--- src/rtl/imem_loader_pkg.sv ---
// Shared types and constants for the instruction-memory loader.
// Latency: n/a (declarations only).
// Backpressure: n/a.
package imem_loader_pkg;

  localparam int BYTES_PER_WORD = 4;
  localparam int DEFAULT_ADDR_W = 8;

  // Loader FSM states: wait for start, read COUNT, stream words, check CHK.
  typedef enum logic [1:0] {
    IDLE  = 2'd0,
    COUNT = 2'd1,
    DATA  = 2'd2,
    CHK   = 2'd3
  } state_t;

endpackage

--- src/rtl/imem_loader_if.sv ---
// Loader-side bundle: start pulse, byte stream, imem write port and status.
// Latency: n/a (wires only).
// Backpressure: rx_ready qualifies rx_valid; the imem write port has none.
interface imem_loader_if #(
  parameter int ADDR_W = imem_loader_pkg::DEFAULT_ADDR_W,
  parameter int DATA_W = 32
);

  logic              start;
  logic [7:0]        rx_data;
  logic              rx_valid;
  logic              rx_ready;
  logic              imem_we;
  logic [ADDR_W-1:0] imem_addr;
  logic [DATA_W-1:0] imem_wdata;
  logic              cpu_reset;
  logic              busy;
  logic              done;
  logic              error;

  // The loader itself.
  modport slave (
    input  start, rx_data, rx_valid,
    output rx_ready, imem_we, imem_addr, imem_wdata, cpu_reset, busy, done, error
  );

  // Whoever feeds the byte stream and watches the status.
  modport master (
    output start, rx_data, rx_valid,
    input  rx_ready, imem_we, imem_addr, imem_wdata, cpu_reset, busy, done, error
  );

endinterface

--- src/rtl/imem_word_packer.sv ---
// Byte-to-word shift register; first byte of a word lands in the top byte.
// Latency: word_vld/word_dat are combinational with the 4th accepted byte.
// Backpressure: none; shifts only when byte_vld is high.
module imem_word_packer
  import imem_loader_pkg::*;
#(
  parameter int DATA_W = 32
) (
  input  logic              clk,
  input  logic              reset,
  input  logic              clear,
  input  logic              byte_vld,
  input  logic [7:0]        byte_dat,
  output logic              word_vld,
  output logic [DATA_W-1:0] word_dat
);

  logic [DATA_W-9:0] shift_q;
  logic [1:0]        cnt_q;

  // Collect the first three bytes of a word; the byte counter wraps every word.
  always_ff @(posedge clk) begin
    if (reset || clear) begin
      shift_q <= '0;
      cnt_q   <= '0;
    end else if (byte_vld) begin
      shift_q <= {shift_q[DATA_W-17:0], byte_dat};
      cnt_q   <= cnt_q + 2'd1;
    end
  end

  // The 4th byte completes the word straight from the input, so the top level
  // can register the write one cycle after acceptance.
  assign word_vld = byte_vld && (cnt_q == 2'(BYTES_PER_WORD - 1));
  assign word_dat = {shift_q, byte_dat};

endmodule

--- src/rtl/imem_loader.sv ---
// Framed-stream loader into instruction memory; holds the CPU in reset until a good image.
// Latency: imem write and done/error/cpu_reset updates appear the cycle after the byte.
// Backpressure: rx_ready is high in every non-idle state; one byte per clock sustained.
module imem_loader
  import imem_loader_pkg::*;
#(
  parameter int ADDR_W = DEFAULT_ADDR_W,
  parameter int DATA_W = 32
) (
  input  logic         clk,
  input  logic         reset,
  imem_loader_if.slave io
);

  // COUNT byte of zero means a full memory image.
  localparam logic [ADDR_W:0] WORDS_FULL = {1'b1, {ADDR_W{1'b0}}};

  state_t            state_q, state_d;
  logic              rdy;
  logic              accept;
  logic              start_acc;
  logic              byte_vld;
  logic              word_vld;
  logic [DATA_W-1:0] word_dat;
  logic              last_word;

  logic [ADDR_W-1:0] addr_q;
  logic [ADDR_W:0]   words_left_q;
  logic [7:0]        chk_q;

  logic              we_q;
  logic [ADDR_W-1:0] waddr_q;
  logic [DATA_W-1:0] wdata_q;
  logic              cpu_reset_q;
  logic              done_q;
  logic              error_q;

  assign rdy       = (state_q != IDLE);
  assign accept    = io.rx_valid && rdy;
  assign start_acc = (state_q == IDLE) && io.start;
  assign byte_vld  = accept && (state_q == DATA);
  assign last_word = (words_left_q == (ADDR_W + 1)'(1));

  imem_word_packer #(.DATA_W(DATA_W)) u_packer (
    .clk      (clk),
    .reset    (reset),
    .clear    (start_acc),
    .byte_vld (byte_vld),
    .byte_dat (io.rx_data),
    .word_vld (word_vld),
    .word_dat (word_dat)
  );

  // State register.
  always_ff @(posedge clk) begin
    if (reset) state_q <= IDLE;
    else       state_q <= state_d;
  end

  // Next-state: start opens a frame, the last word moves on to the checksum byte.
  always_comb begin
    state_d = state_q;
    case (state_q)
      IDLE:    if (io.start)                state_d = COUNT;
      COUNT:   if (accept)                  state_d = DATA;
      DATA:    if (word_vld && last_word)   state_d = CHK;
      CHK:     if (accept)                  state_d = IDLE;
      default:                              state_d = IDLE;
    endcase
  end

  // Outputs: handshake/status from state, the rest straight from registers.
  always_comb begin
    io.rx_ready   = rdy;
    io.busy       = rdy;
    io.imem_we    = we_q;
    io.imem_addr  = waddr_q;
    io.imem_wdata = wdata_q;
    io.cpu_reset  = cpu_reset_q;
    io.done       = done_q;
    io.error      = error_q;
  end

  // Datapath: address/word counters, running XOR and registered write/status.
  // The write address is a separate register so it holds after the counter moves on.
  always_ff @(posedge clk) begin
    if (reset) begin
      addr_q       <= '0;
      words_left_q <= '0;
      chk_q        <= '0;
      we_q         <= 1'b0;
      waddr_q      <= '0;
      wdata_q      <= '0;
      cpu_reset_q  <= 1'b1;
      done_q       <= 1'b0;
      error_q      <= 1'b0;
    end else begin
      we_q   <= 1'b0;
      done_q <= 1'b0;
      if (start_acc) begin
        error_q     <= 1'b0;
        cpu_reset_q <= 1'b1;
      end
      if (accept && (state_q == COUNT)) begin
        words_left_q <= (io.rx_data == 8'd0) ? WORDS_FULL : (ADDR_W + 1)'(io.rx_data);
        chk_q        <= io.rx_data;
        addr_q       <= '0;
      end
      if (byte_vld) begin
        chk_q <= chk_q ^ io.rx_data;
      end
      if (word_vld) begin
        we_q         <= 1'b1;
        waddr_q      <= addr_q;
        wdata_q      <= word_dat;
        addr_q       <= addr_q + 1'b1;
        words_left_q <= words_left_q - 1'b1;
      end
      if (accept && (state_q == CHK)) begin
        done_q <= 1'b1;
        if (io.rx_data == chk_q) cpu_reset_q <= 1'b0;
        else                     error_q     <= 1'b1;
      end
    end
  end

endmodule

--- src/flat_wrapper.sv ---
// flat-port wrapper written by rule: the top's interface ports become plain ports
module imem_loader_flat import imem_loader_pkg::*;
#(
  parameter int ADDR_W = DEFAULT_ADDR_W,
  parameter int DATA_W = 32
)
  (clk, reset, io_start, io_rx_data, io_rx_valid, io_rx_ready, io_imem_we, io_imem_addr, io_imem_wdata, io_cpu_reset, io_busy, io_done, io_error);
  imem_loader_if #(.ADDR_W(ADDR_W), .DATA_W(DATA_W)) io_i ();
  input  logic clk;
  input  logic reset;
  input wire logic [$bits(io_i.start)-1:0] io_start;
  input wire logic [$bits(io_i.rx_data)-1:0] io_rx_data;
  input wire logic [$bits(io_i.rx_valid)-1:0] io_rx_valid;
  output wire logic [$bits(io_i.rx_ready)-1:0] io_rx_ready;
  output wire logic [$bits(io_i.imem_we)-1:0] io_imem_we;
  output wire logic [$bits(io_i.imem_addr)-1:0] io_imem_addr;
  output wire logic [$bits(io_i.imem_wdata)-1:0] io_imem_wdata;
  output wire logic [$bits(io_i.cpu_reset)-1:0] io_cpu_reset;
  output wire logic [$bits(io_i.busy)-1:0] io_busy;
  output wire logic [$bits(io_i.done)-1:0] io_done;
  output wire logic [$bits(io_i.error)-1:0] io_error;
  assign io_i.start = io_start;
  assign io_i.rx_data = io_rx_data;
  assign io_i.rx_valid = io_rx_valid;
  assign io_rx_ready = io_i.rx_ready;
  assign io_imem_we = io_i.imem_we;
  assign io_imem_addr = io_i.imem_addr;
  assign io_imem_wdata = io_i.imem_wdata;
  assign io_cpu_reset = io_i.cpu_reset;
  assign io_busy = io_i.busy;
  assign io_done = io_i.done;
  assign io_error = io_i.error;
  imem_loader #(.ADDR_W(ADDR_W), .DATA_W(DATA_W)) u_core (.clk(clk), .reset(reset), .io(io_i));
endmodule
--- config.mk ---
export PLATFORM = sky130hd
export DESIGN_NAME = imem_loader_flat
export DESIGN_NICKNAME = d
export VERILOG_FILES = /design/src/rtl/imem_loader_pkg.sv /design/src/rtl/imem_loader_if.sv /design/src/rtl/imem_word_packer.sv /design/src/rtl/imem_loader.sv /design/src/flat_wrapper.sv
export SDC_FILE = /design/constraint.sdc
export NUM_CORES = 1
export LEC_CHECK = 0
export ABC_AREA = 1
export CELL_PAD_IN_SITES_DETAIL_PLACEMENT = 1
export CELL_PAD_IN_SITES_GLOBAL_PLACEMENT = 1
export CORE_ASPECT_RATIO = 1.5
export CORE_UTILIZATION = 49
export CTS_CLUSTER_SIZE = 24
export DETAILED_ROUTE_END_ITERATION = 12
export DONT_BUFFER_PORTS = 1
export PLACE_DENSITY_LB_ADDON = 0.1
export SLEW_MARGIN = 5
export SYNTH_ARGS = -nofsm -noshare
export SYNTH_HDL_FRONTEND = slang
export SYNTH_HIERARCHICAL = 1
export SYNTH_SLANG_ARGS = --single-unit
--- constraint.sdc ---
create_clock -name clk -period 3.2 [get_ports clk]
set_input_delay 0.8 -clock clk [delete_from_list [all_inputs] [get_ports clk]]
set_output_delay 0.8 -clock clk [all_outputs]
set_load 0.05 [all_outputs]
* Yosys cells after proc, flatten, opt, wreduce, memory -nomap -nowiden
Index checks and enable logic that the tools add are counted.
Operators by class: add/sub/neg operators 3, eq/ne operators 10, multiplexer cells 20, bitwise operators 1, reduce and logical (&&, ||, !) cells 14
Operators by type and width (count):
- $mux 8 | 4
- $mux 9 | 3
- $eq 9x1->1 const B | 1
- $sub 9x1->9 const B | 1
- $add 8x1->8 const B | 1
- $eq 8x8->1 | 1
- $logic_not 8->1 | 1
- $mux 1 | 8
- $mux 2 | 4
- $pmux 2 s4 | 1
- $xor 8x8->8 | 1
- $logic_and 1x1->1 | 7
- $eq 2x2->1 const B | 3
- $reduce_bool 2->1 | 3
- $ne 2x1->1 const B | 2
- $ne 2x2->1 const B | 2
- $reduce_and 4->1 | 1
- $add 2x1->2 const B | 1
- $eq 2x1->1 const B | 1
- $logic_not 2->1 | 1
- $logic_or 1x1->1 | 1
Storage, ports and cells: register bits 97, input bits 12, logic and storage cells 60

* Longest topological paths before layout
depth after elaboration 7, depth in mapped cells 17

* Hierarchy
The synthesis kept the hierarchy.
Modules (own cells, without submodules):
- imem_loader | instances 1, cells an instance 449, area an instance 3259.4 µm², sequential area each 1421.4 µm²
- imem_word_packer | instances 1, cells an instance 175, area an instance 1162.4 µm², sequential area each 520.5 µm²

* Worst setup path before layout
OpenSTA, ideal clock, no wires.
path kind reg-to-reg, start point register u_core.state_q[0], end point register u_core.state_q[0], library setup time 0.115 ns, arrival 2.190 ns, data required time 3.085 ns, slack 0.895 ns, cell stages (with the launch flop) 18, path buffers 3, clock period less this slack 2.305 ns, path through dfxtp_1 > inv_1 > ha_1 > inv_2 > nand2_4 > nor2_8 > buf_4 > buf_4 > nand2_1 > inv_1 > buf_6 > nand2_1 > inv_2 > nand3_2 > o21ai_2 > nand3_1 > nand2_1 > nor2_1
On the way: longest elaborated chain between the ends 7
RTL lines:
- start: declaration | RTL line imem_loader.sv:18 | state_t state_q, state_d;
- start signal: assignment | RTL line imem_loader.sv:57 | else state_q <= state_d;
- $reduce_bool 2->1 | RTL line imem_loader.sv:38 | assign rdy = (state_q != IDLE);
- named net io_busy | RTL line flat_wrapper.sv:19 | output wire logic [$bits(io_i.busy)-1:0] io_busy;
- $logic_and 1x1->1 | RTL line imem_loader.sv:39 | assign accept = io.rx_valid && rdy;
- $logic_and 1x1->1 | RTL line imem_loader.sv:41 | assign byte_vld = accept && (state_q == DATA);
- named net u_core.byte_vld | RTL line imem_loader.sv:22 | logic byte_vld;
- $logic_and 1x1->1 | RTL line imem_word_packer.sv:34 | assign word_vld = byte_vld && (cnt_q == 2'(BYTES_PER_WORD - 1));
- named net u_core.word_vld | RTL line imem_loader.sv:23 | logic word_vld;
- $logic_and 1x1->1 | RTL line imem_loader.sv:66 | DATA: if (word_vld && last_word) state_d = CHK;
- $ne 2x2->1 (no source line)
- $reduce_and 4->1 (no source line)
The timed path passes the listed nets, and every way through them passes these cells. A chain may end at the register's enable or synchronous reset.

* Worst setup path after layout
start point register u_core.state_q[0], end point register u_core.state_q[0]
On the way: longest elaborated chain between the ends 7
RTL lines (RTL line):
- $reduce_bool 2->1 | imem_loader.sv:38
- $logic_and 1x1->1 | imem_loader.sv:39
- $logic_and 1x1->1 * | imem_loader.sv:41
- named net u_core.byte_vld | imem_loader.sv:22
- $logic_and 1x1->1 * | imem_word_packer.sv:34
- named net u_core.word_vld | imem_loader.sv:23
- $logic_and 1x1->1 * | imem_loader.sv:66
- $ne 2x2->1 (no source line) *
- $reduce_and 4->1 (no source line) *
The timed path passes the listed nets; every way through them passes the cells marked *.

==> flow_summary_export.csv <==
group,metric,value,unit
global_routing,first_global_vias,3929,
route,ant_nets,0,
layout,syn2layout_area_growth,5.49,%
layout,drive_gt1_frac,0.0757,
synthesis,synth.area.mux_share,0,
layout,antenna_diode_count,0,
setup_path,worst_path_most_repeated_cell,"sky130_fd_sc_hd__nand2_1",
sta,period_share,0.760,
clock_tree,numClockSinks,97,
power_and_ir_drop,cellPowerDensity,666,nW/µm²
setup_path,path_class,"flip-flop to flip-flop",
setup_path,critical_path.reg2reg.endpoint,"u_core/state_q[0]",
setup_path,path_delay_family,"buffers and inverters",
floorplan,die_h,118,µm
clock_tree,cts_root_buffer,"sky130_fd_sc_hd__clkbuf_16",
global_routing,overflow,0,
setup_path,beginning_of_the_worst_register_to_register_path,"u_core/state_q[0]",
synthesis,post_synthesis_cell_area,4420,µm²
placed_design,detailedPlacementHpwl,7510,µm
synthesis,synth-seq-cells,97,
sta,setup_viol,0,
route,drt_total_wl,11100,µm
floorplan,floorplan.rows,42,
sta,setup_total_negative_slack,0,ns
clock_tree,cts_h_tree_depth,3,
floorplan,io-pin-count,58,
setup_path,critical_path_max_stage_delay,0.39,ns
setup_path,endpoint,"u_core/state_q[0]",
clock_tree,number_of_clock_buffers_inserted_by_tritoncts,9,
setup_path,critical_path_buf_inv_count,5,
synthesis,yosysTopAreaCell,"sky130_fd_sc_hd__dfxtp_1",
synthesis,yosys.area.top_type_share,0.439,
placed_design,buffer_ports.inserted,0,
sta,final_max_slew_viol_count,0,
synthesis,yosysWarnings,6,
global_routing,grt_antenna_before_repair,0,
setup_path,cp_cell_sequence,"inv_1 -> ha_1 -> inv_2 -> nand2_4 -> nor2_8 -> nand2_1 -> inv_1 -> buf_4 -> nand2_1 -> inv_2 -> nand3_2 -> o21ai_2 -> nand3_1 -> nand2_1 -> nor2_1",
power_and_ir_drop,total_leakage_power,0.00207,µW
route,drc_errors,0,
placed_design,pre_cts_ws,0.754,ns
synthesis,synth_simple_gate_area_frac,0.299,
route,routed-via-count,3778,
setup_path,setup.worst_path.start_class,"flip-flop",
synthesis,synth-adder-area-share,0.0226,
clock_tree,clock_pin_slew_on_the_worst_setup_and_hold_paths,0.07,ns
synthesis,synthDistinctLibCells,36,
synthesis,synth_nets,644,
sta,grt_setup_unrepaired,"false",
global_routing,global_route_wire_length_before_repair,18600,µm
setup_path,critPathSlowestCell,"sky130_fd_sc_hd__dfxtp_1",
synthesis,combinational_family_with_the_most_area_after_synthesis,"simple AND/OR/NAND/NOR gates",
sta,hold_viol_final,0,
sta,fmax,411,MHz
clock_tree,postCtsSetupRepairBufs,0,
route,drt-vias-per-instance,5.26,
sta,timing.clock.skew,0.00622,ns
floorplan,width_of_the_chip,79.6,µm
placed_design,place.detailed.instances,702,
clock_tree,cts.repair.resized,0,
floorplan,floorplan.initialDensity,0.504,
flow_run,cap_viol_max_count,0,
synthesis,synth_area_in_compound_gates,0.115,
floorplan,fp.dieArea,9420,µm²
sta,timing_worst_slew_pin_value,0.631,ns
sta,worst_slew_margin_rel,0.579,
clock_tree,clock_insertion_delay_worst_skew,0.34,ns
setup_path,critical_path_cell_count,15,
global_routing,pin_count_of_the_biggest_net_entering_global_routing,55,
route,drt_iter0_markers,161,
placed_design,gp_routability_congestion,0.825,
setup_path,worst_ep_arrival_time,2.67,ns
sta,finalWorstSetupSlack,0.769,ns
power_and_ir_drop,ir_drop,0.640,mV
synthesis,netlist_instances,624,
sta,crit_path_time_final,2.43,ns
setup_path,r2r_setup_slack,0.77,ns
route,first_pass_iters,4,
setup_path,timing.critical_path.fanout_max,19,
synthesis,seq_area_frac_synth,0.439,
sta,final_hold_slack,0.476,ns
synthesis,synth.area.top_cells,"sky130_fd_sc_hd__dfxtp_1 (44%), sky130_fd_sc_hd__nor2_1 (13%), sky130_fd_sc_hd__nand2_1 (11%), sky130_fd_sc_hd__o21ai_0 (5.4%), sky130_fd_sc_hd__inv_1 (4.6%)",
synthesis,post_synth.cell_area_avg,7.09,µm²
route,wl_per_cell,15.5,µm
setup_path,ff2ff_path_depth,15,
status,outcome,"finished clean",
clock_tree,max-clock-path-buffers,2,
synthesis,xor_xnor_cell_area_share_of_the_yosys_netlist,0.0158,
floorplan,area_of_the_core,8780,µm²
layout,finalNetCount,623,
clock_tree,clock_tree_from_tritoncts,"done",
layout,layout_commonest_cell,"sky130_fd_sc_hd__nor2_1",
min_path,hold_path_class,"flip-flop to flip-flop",
setup_path,worst_setup_path_end_kind,"flip-flop",
global_routing,global_route.usage.total,0.254,
setup_path,worstSetupStartpoint,"u_core/state_q[0]",
clock_tree,cts_hold_buf,0,
layout,layout.cells.most_common_list,"sky130_fd_sc_hd__nor2_1 (151), sky130_fd_sc_hd__nand2_1 (126), sky130_fd_sc_hd__dfxtp_1 (97), sky130_fd_sc_hd__inv_1 (54), sky130_fd_sc_hd__o21ai_0 (48)",
setup_path,cp.required,3.44,ns
layout,finish.cell_count_without_fillers,718,
how the worst min path moves through the flow:
| stage | startpoint | end | depth (start not counted) |
|---|---|---|---|
| after CTS | u_core/u_packer/shift_q[20] | u_core/u_packer/shift_q[20] | 2 |
| after floorplan | u_core/u_packer/shift_q[16] | u_core/u_packer/shift_q[16] | 2 |
| after global placement | u_core/u_packer/shift_q[21] | u_core/u_packer/shift_q[21] | 2 |
| final | u_core/u_packer/shift_q[21] | u_core/u_packer/shift_q[21] | 2 |
| after global routing | u_core/u_packer/shift_q[21] | u_core/u_packer/shift_q[21] | 2 |
| after detailed placement | u_core/u_packer/shift_q[20] | u_core/u_packer/shift_q[20] | 2 |
layer usage:
layer,part of all wire,wire length [µm],track usage
met2,0.54,5960,0.460
met4,0.019,216,0.105
met1,0.41,4620,0.282
met5,0,0,0
met3,0.030,335,0.0463
kinds of logic after synthesis:
kind of cell	after synthesis
buffers and inverters	99
DFF	97
and+or+nand+nor	318
adders and majority gates	8
AOI/OAI and AO/OA	94
xor gates and xnor gates	8
cells in the mapped netlist (all sizes together):
library cell and count:
nor2 158, nand2 130, dfxtp 97, inv 62, o21ai 62, buf 29
a21oi 24, nand3 16, nor3 10, clkbuf 8, ha 8, xnor2 8
nand4 3, a211oi 2, a31oi 2, a32o 1, and3 1, o211ai 1
o21bai 1, o31ai 1
registers in the layout, indices dropped and copies added (netlist names):
name                     flops
u_core/io.imem_wdata        32
u_core/u_packer/shift_q     24
u_core/words_left_q          9
u_core/addr_q                8
u_core/chk_q                 8
u_core/io.imem_addr          8
u_core/state_q               2
u_core/u_packer/cnt_q        2
u_core/io.cpu_reset          1
u_core/io.done               1
u_core/io.error              1
u_core/io.imem_we            1
report_power, final:
| group | switching (µW) | total, µW | internal, µW |
|---|---|---|---|
| sequential | 49.7 | 1310 | 1260 |
| clock | 490 | 1130 | 639 |
| combinational | 464 | 665 | 200 |
per-stage QoR:
step                      instance area, µm²   util  total power (µW)
after CTS                               4660  0.532              3140
after global routing                    4660  0.532              3260
after global placement                  4350  0.496              1970
final                                   4660  0.532              3110
after detailed placement                4350  0.496              2000
after floorplan                         4420      -              1900
worst reg2reg max path, stage by stage, from the launching register on:
cell,delay [ns]
sky130_fd_sc_hd__dfxtp_1,0.39
sky130_fd_sc_hd__inv_1,0.09
sky130_fd_sc_hd__ha_1,0.25
sky130_fd_sc_hd__inv_2,0.09
sky130_fd_sc_hd__nand2_4,0.12
sky130_fd_sc_hd__nor2_8,0.11
sky130_fd_sc_hd__nand2_1,0.05
sky130_fd_sc_hd__inv_1,0.31
sky130_fd_sc_hd__buf_4,0.32
sky130_fd_sc_hd__nand2_1,0.10
sky130_fd_sc_hd__inv_2,0.06
sky130_fd_sc_hd__nand3_2,0.05
sky130_fd_sc_hd__o21ai_2,0.19
sky130_fd_sc_hd__nand3_1,0.10
sky130_fd_sc_hd__nand2_1,0.07
sky130_fd_sc_hd__nor2_1,0.04
layout make-up:
cell class	count	area (µm²)
multi-input cells	428	2000
inverters	62	238
well taps	110	138
fillers	1151	4110
repair buffers	5	37.5
clock buffers	10	239
flip-flops and latches	97	1940
clock inverters	6	72.6
(Power assumes the default switching activity.)
